$ cat src/rtl/alu4_share_arb.sv
// alu4_share_arb: shares one combinational alu4 between two requesters.
// Round-robin grant, operands sequenced SETUP -> EXEC so that alu_sel is
// parked at 0 between ops, result captured and returned tagged with the id.
// Optional grant statistics: define ALU_ARB_STATS_EN to add gnt_cnt0/gnt_cnt1.
module alu4_share_arb #(
  parameter int DATA_W     = 4,
  parameter int SEL_W      = 3,
  parameter int SETTLE_CYC = 1
) (
  input  logic              clk,
  input  logic              rst,
  input  logic              req0_valid,
  output logic              req0_ready,
  input  logic [DATA_W-1:0] req0_a,
  input  logic [DATA_W-1:0] req0_b,
  input  logic [SEL_W-1:0]  req0_sel,
  input  logic              req1_valid,
  output logic              req1_ready,
  input  logic [DATA_W-1:0] req1_a,
  input  logic [DATA_W-1:0] req1_b,
  input  logic [SEL_W-1:0]  req1_sel,
  output logic [DATA_W-1:0] alu_a,
  output logic [DATA_W-1:0] alu_b,
  output logic [SEL_W-1:0]  alu_sel,
  input  logic [DATA_W-1:0] alu_out,
  input  logic              alu_c,
  input  logic              alu_z,
  input  logic              alu_v,
  output logic              rsp_valid,
  input  logic              rsp_ready,
  output logic              rsp_id,
  output logic [DATA_W-1:0] rsp_out,
  output logic              rsp_c,
  output logic              rsp_z,
  output logic              rsp_v
`ifdef ALU_ARB_STATS_EN
  ,
  output logic [7:0]        gnt_cnt0,
  output logic [7:0]        gnt_cnt1
`endif
);

  typedef enum logic [1:0] {S_IDLE, S_SETUP, S_EXEC, S_RESP} state_t;

  localparam logic [3:0] SETTLE_LAST = 4'(SETTLE_CYC - 1);

  state_t              state_q, state_d;
  logic                rr_q, rr_d;
  logic [DATA_W-1:0]   a_q, a_d;
  logic [DATA_W-1:0]   b_q, b_d;
  logic [SEL_W-1:0]    sel_q, sel_d;
  logic                id_q, id_d;
  logic [3:0]          cnt_q, cnt_d;
  logic                rsp_id_q, rsp_id_d;
  logic [DATA_W-1:0]   rsp_out_q, rsp_out_d;
  logic                rsp_c_q, rsp_c_d;
  logic                rsp_z_q, rsp_z_d;
  logic                rsp_v_q, rsp_v_d;
  logic                grant0, grant1;

  assign grant0 = req0_valid & (~req1_valid | ~rr_q);
  assign grant1 = req1_valid & (~req0_valid | rr_q);

  assign alu_a     = a_q;
  assign alu_b     = b_q;
  assign rsp_valid = (state_q == S_RESP);
  assign rsp_id    = rsp_id_q;
  assign rsp_out   = rsp_out_q;
  assign rsp_c     = rsp_c_q;
  assign rsp_z     = rsp_z_q;
  assign rsp_v     = rsp_v_q;

  // Next-state, operand latch, result capture and handshake outputs.
  always_comb begin
    state_d    = state_q;
    rr_d       = rr_q;
    a_d        = a_q;
    b_d        = b_q;
    sel_d      = sel_q;
    id_d       = id_q;
    cnt_d      = cnt_q;
    rsp_id_d   = rsp_id_q;
    rsp_out_d  = rsp_out_q;
    rsp_c_d    = rsp_c_q;
    rsp_z_d    = rsp_z_q;
    rsp_v_d    = rsp_v_q;
    req0_ready = 1'b0;
    req1_ready = 1'b0;
    alu_sel    = '0;
    case (state_q)
      S_IDLE: begin
        req0_ready = grant0;
        req1_ready = grant1;
        if (grant0 | grant1) begin
          a_d     = grant1 ? req1_a   : req0_a;
          b_d     = grant1 ? req1_b   : req0_b;
          sel_d   = grant1 ? req1_sel : req0_sel;
          id_d    = grant1;
          rr_d    = ~grant1;
          state_d = S_SETUP;
        end
      end
      S_SETUP: begin
        cnt_d   = '0;
        state_d = S_EXEC;
      end
      S_EXEC: begin
        alu_sel = sel_q;
        if (cnt_q == SETTLE_LAST) begin
          rsp_id_d  = id_q;
          rsp_out_d = alu_out;
          rsp_c_d   = alu_c;
          rsp_z_d   = alu_z;
          rsp_v_d   = alu_v;
          state_d   = S_RESP;
        end else begin
          cnt_d = cnt_q + 4'd1;
        end
      end
      S_RESP: begin
        if (rsp_ready) state_d = S_IDLE;
      end
      default: state_d = S_IDLE;
    endcase
  end

  // State and datapath registers; reset discards any in-flight op.
  always_ff @(posedge clk or posedge rst) begin
    if (rst) begin
      state_q   <= S_IDLE;
      rr_q      <= 1'b0;
      a_q       <= '0;
      b_q       <= '0;
      sel_q     <= '0;
      id_q      <= 1'b0;
      cnt_q     <= '0;
      rsp_id_q  <= 1'b0;
      rsp_out_q <= '0;
      rsp_c_q   <= 1'b0;
      rsp_z_q   <= 1'b0;
      rsp_v_q   <= 1'b0;
    end else begin
      state_q   <= state_d;
      rr_q      <= rr_d;
      a_q       <= a_d;
      b_q       <= b_d;
      sel_q     <= sel_d;
      id_q      <= id_d;
      cnt_q     <= cnt_d;
      rsp_id_q  <= rsp_id_d;
      rsp_out_q <= rsp_out_d;
      rsp_c_q   <= rsp_c_d;
      rsp_z_q   <= rsp_z_d;
      rsp_v_q   <= rsp_v_d;
    end
  end

`ifdef ALU_ARB_STATS_EN
  logic [7:0] gnt_cnt0_q, gnt_cnt0_d;
  logic [7:0] gnt_cnt1_q, gnt_cnt1_d;

  assign gnt_cnt0 = gnt_cnt0_q;
  assign gnt_cnt1 = gnt_cnt1_q;

  // Saturating per-requester handshake counters.
  always_comb begin
    gnt_cnt0_d = gnt_cnt0_q;
    gnt_cnt1_d = gnt_cnt1_q;
    if (req0_valid && req0_ready && gnt_cnt0_q != 8'hFF) gnt_cnt0_d = gnt_cnt0_q + 8'd1;
    if (req1_valid && req1_ready && gnt_cnt1_q != 8'hFF) gnt_cnt1_d = gnt_cnt1_q + 8'd1;
  end

  // Counter registers, cleared by reset.
  always_ff @(posedge clk or posedge rst) begin
    if (rst) begin
      gnt_cnt0_q <= '0;
      gnt_cnt1_q <= '0;
    end else begin
      gnt_cnt0_q <= gnt_cnt0_d;
      gnt_cnt1_q <= gnt_cnt1_d;
    end
  end
`endif

endmodule
$ cat config.mk
export PLATFORM = sky130hd
export DESIGN_NAME = alu4_share_arb
export DESIGN_NICKNAME = d
export VERILOG_FILES = /design/src/rtl/alu4_share_arb.sv
export SDC_FILE = /design/constraint.sdc
export NUM_CORES = 1
export LEC_CHECK = 0
export ABC_CLOCK_PERIOD_IN_PS = 1800
export CORE_MARGIN = 2
export CORE_UTILIZATION = 38
export DETAILED_ROUTE_END_ITERATION = 16
export PLACE_DENSITY = 0.76
export SLEW_MARGIN = 10
export SYNTH_ARGS = -nofsm -noshare
export SYNTH_HDL_FRONTEND = slang
export SYNTH_SLANG_ARGS = --single-unit
$ cat constraint.sdc
create_clock -name clk -period 1.8 [get_ports clk]
set_clock_uncertainty 0.1 [all_clocks]
set_input_delay 0.36 -clock clk [delete_from_list [all_inputs] [get_ports clk]]
set_output_delay 0.36 -clock clk [all_outputs]
set_load 0.005 [all_outputs]
==> impl_metrics.tcl <==
set metrics [dict create \
    status "finished, violations left" \
    violations "setup timing" \
    period_share 1.04 \
    synth-xor-area-share 0 \
    worstSetupPathType "flop to primary output" \
    ctsHoldBuffers 0 \
    synth_compound_area_frac 0.147 \
    worst_path_dominant_cell_family "flip-flops" \
    syn-num-nets 162 \
    post-place-cells 237 \
    rows 21 \
    seq_area_um2 676 \
    fp.dieH_um 63.0 \
    r2r_end "state_q[1]$_DFFE_PP0P_" \
    cts_tree "built" \
    period_needed_ns 1.88 \
    clockBufferDepth 2 \
    yosys.area.top_type_share 0.510 \
    io_pins 56 \
    peakVddDrop_uv 711 \
    drive_above_1_share 0.337 \
    synth_area_per_cell_um2 10.9 \
    htree_levels 1 \
    coreArea_mm2 0.00334 \
    final.setup.tns_ns -0.158 \
    max_slew_margin 0.775 \
    wirelength_um 3600 \
    finalHoldViolCount 0 \
    hp-class "primary input to async pin" \
    cp_slowest_cell "dfrtp_1" \
    finalWeightedCongestion 0.752 \
    cp_num_buf_inv 3 \
    drc_errors 0 \
    r2r_start "cnt_q[1]$_DFFE_PP0P_" \
    die_area_mm2 0.00397 \
    num_vias 1256 \
    power_density_mw_per_mm2 1460 \
    synth.ff_latch_count 27 \
    grt.total_usage 0.178 \
    fin_cells 254 \
    cap_viol_max_count 0 \
    synth_cells 121 \
    final_antenna_net_count 0 \
    cp_slowest_stage_delay_ns 0.43 \
    end_kind "primary output" \
    synth.distinct_cells 27 \
    synth_area_mm2 0.00132 \
    crit_arrival_ns 1.42 \
    synth_top_family_by_area "simple AND/OR/NAND/NOR gates" \
    vias_per_cell 4.94 \
    numPortBuffers 55 \
    tightest_slew_ns 0.338 \
    post-route-worst-setup-slack_ns -0.0758 \
    cts.sinks 27 \
    insertedDiodeCount 0 \
    initial_core_util 0.397 \
    antenna_found_initial 0 \
    ff2ff_path_depth 5 \
    crit_cells 6 \
    hpwl_um 2630 \
    overflow 0 \
    grt_start_max_net_pins 28 \
    start_kind "flop" \
    p_leak_nw 1.06 \
    die_w_um 63.0 \
    synth-warning-count 0 \
    nNetsFinal 250 \
    root_buffer "clkbuf_4" \
    path_clk_slew_ns 0.14 \
    ys_top_cells_by_area "dfrtp_1 (51%), mux2_2 (6.8%), ha_1 (6.6%)" \
    wire_per_inst_um 14.2 \
    setup_viol 4 \
    nFillCells 265 \
    clock_latency_ns 0.32 \
    synthSimpleGateAreaFrac 0.157 \
    dp_slack_ns -0.356 \
    syn_to_final_growth_pct 77.5 \
    numCtsBuffers 3 \
    reg2reg_setup_slack_ns -0.06 \
    synth_adder_area_share 0.0662 \
    final_max_slew_viol_count 0 \
    cp.required_ns 1.34 \
    yosysTopAreaCell "dfrtp_1" \
    cp_cell_sequence "buf_6 > inv_4 > ha_4 > nand2_2 > a21oi_2 > buf_2" \
    utilization 0.704 \
    drt-initial-drc-count 34 \
    yosys-mux-area-fraction 0.0841 \
    synth_seq_area_share 0.510 \
    first_pass_iters 4 \
    grt_setup_unrepaired "yes" \
    max_freq_ghz 0.533 \
    first_global_vias 1296 \
    worstPathMaxFanout 3 \
    grt_pass1_wl_um 5690 \
    multi_input_area_um2 722 \
]
[final cells by class]
class                   count  share of cell area
clock buffers               4              0.0112
well taps                  46              0.0245
flip-flops and latches     27               0.288
repair buffers             86               0.354
inverters                   9              0.0154
multi-input cells          82               0.307
[per-layer routing]
metal | vias up | wire [µm] | GRT usage
met5 | - | 0 | 0
met4 | 0 | 0 | 0.0306
met3 | 0 | 190 | 0.0252
met2 | 46 | 2000 | 0.358
met1 | 609 | 1410 | 0.195
li1 | 601 | - | -
[worst reg2reg max path, cell delays in order (launching register included)]
cell and delay, ns:
dfrtp_1 0.42, inv_2 0.07, ha_4 0.13, or3b_4 0.40, a221oi_4 0.33, mux2_4 0.33
[placed cells by master, fill, tap and decap left out, types with 2 or more instances in the layout]
cell / netlist / routed
clkbuf_4: 0 / 3
nor2_1: 8 / 8
clkdlybuf4s50_1: 0 / 49
and2_4: 0 / 3
nand3_1: 9 / 8
ha_1: 7 / 3
nand2b_1: 3 / 2
nand2_1: 4 / 3
dfrtp_1: 27 / 27
buf_4: 0 / 21
a21oi_1: 3 / 2
nor2b_1: 8 / 8
a31oi_1: 5 / 5
buf_2: 1 / 3
ha_4: 0 / 3
a221o_1: 6 / 6
inv_2: 0 / 4
inv_1: 9 / 4
buf_6: 0 / 11
o21ai_0: 7 / 7
mux2_4: 0 / 9
[Yosys cell counts, drive strengths merged]
master / n
mux2i: 1
inv: 9
o21ai: 7
mux2: 9
buf: 1
nor3b: 1
dfrtp: 27
a31oi: 5
a21oi: 3
and3: 1
nand2b: 3
clkbuf: 2
a221oi: 1
nand3: 9
a21o: 1
ha: 7
a221o: 6
o22ai: 1
and2: 3
nor2b: 8
nand2: 4
o21a: 1
a31o: 1
a2bb2oi: 1
or3b: 1
nor2: 8
[flip-flops by register name, summed over array words and instances (netlist names), 2 cells and up]
register	count
alu_a	4
alu_b	4
cnt_q	4
rsp_out	4
sel_q	3
state_q	2
[cell families after synthesis]
group,after synthesis
AND/OR/NAND/NOR,38
AO/OA/AOI/OAI,27
flip-flops,27
buffers and inverters,12
multiplexers,10
adder cells (fa/ha/maj),7
[worst max path at each step]
stage                                   endpoint              startpoint  slack, ns
final                                 req0_ready  state_q[1]$_DFFE_PP0P_      -0.08
after global routing                  req0_ready  state_q[1]$_DFFE_PP0P_      -0.15
after CTS                 state_q[1]$_DFFE_PP0P_    cnt_q[0]$_DFFE_PP0P_      -0.06
after detailed placement              req1_ready              req0_valid      -0.36
after global placement                req0_ready              req0_valid      -0.33
after floorplan                rsp_c$_DFFE_PP0P_  state_q[0]$_DFFE_PP0P_      -0.02
[metrics by stage]
step           hold slack (ns)  power, mW  cell area, µm²
5_1_grt                  0.316       3.64            2350
2_1_floorplan            0.313       1.73            1320
3_5_place_dp             0.395       2.62            2070
4_1_cts                  0.309       3.14            2200
3_3_place_gp             0.388       2.55            2070
6_report                 0.287       3.43            2350
[where the power goes]
part	switching [mW]	internal, mW
logic	0.764	1.38
registers	0.154	0.870
clock network	0.175	0.0866
[timing repair]
| item | CTS | global route |
|---|---|---|
| pin swaps | 2 | 8 |
| resized for setup | 43 | 24 |
| buffers inserted | 8 | 4 |
| endpoints found under the setup margin | 15 | 24 |
| gates cloned | 0 | 1 |
Note: power is estimated with default switching activity, not from simulation.
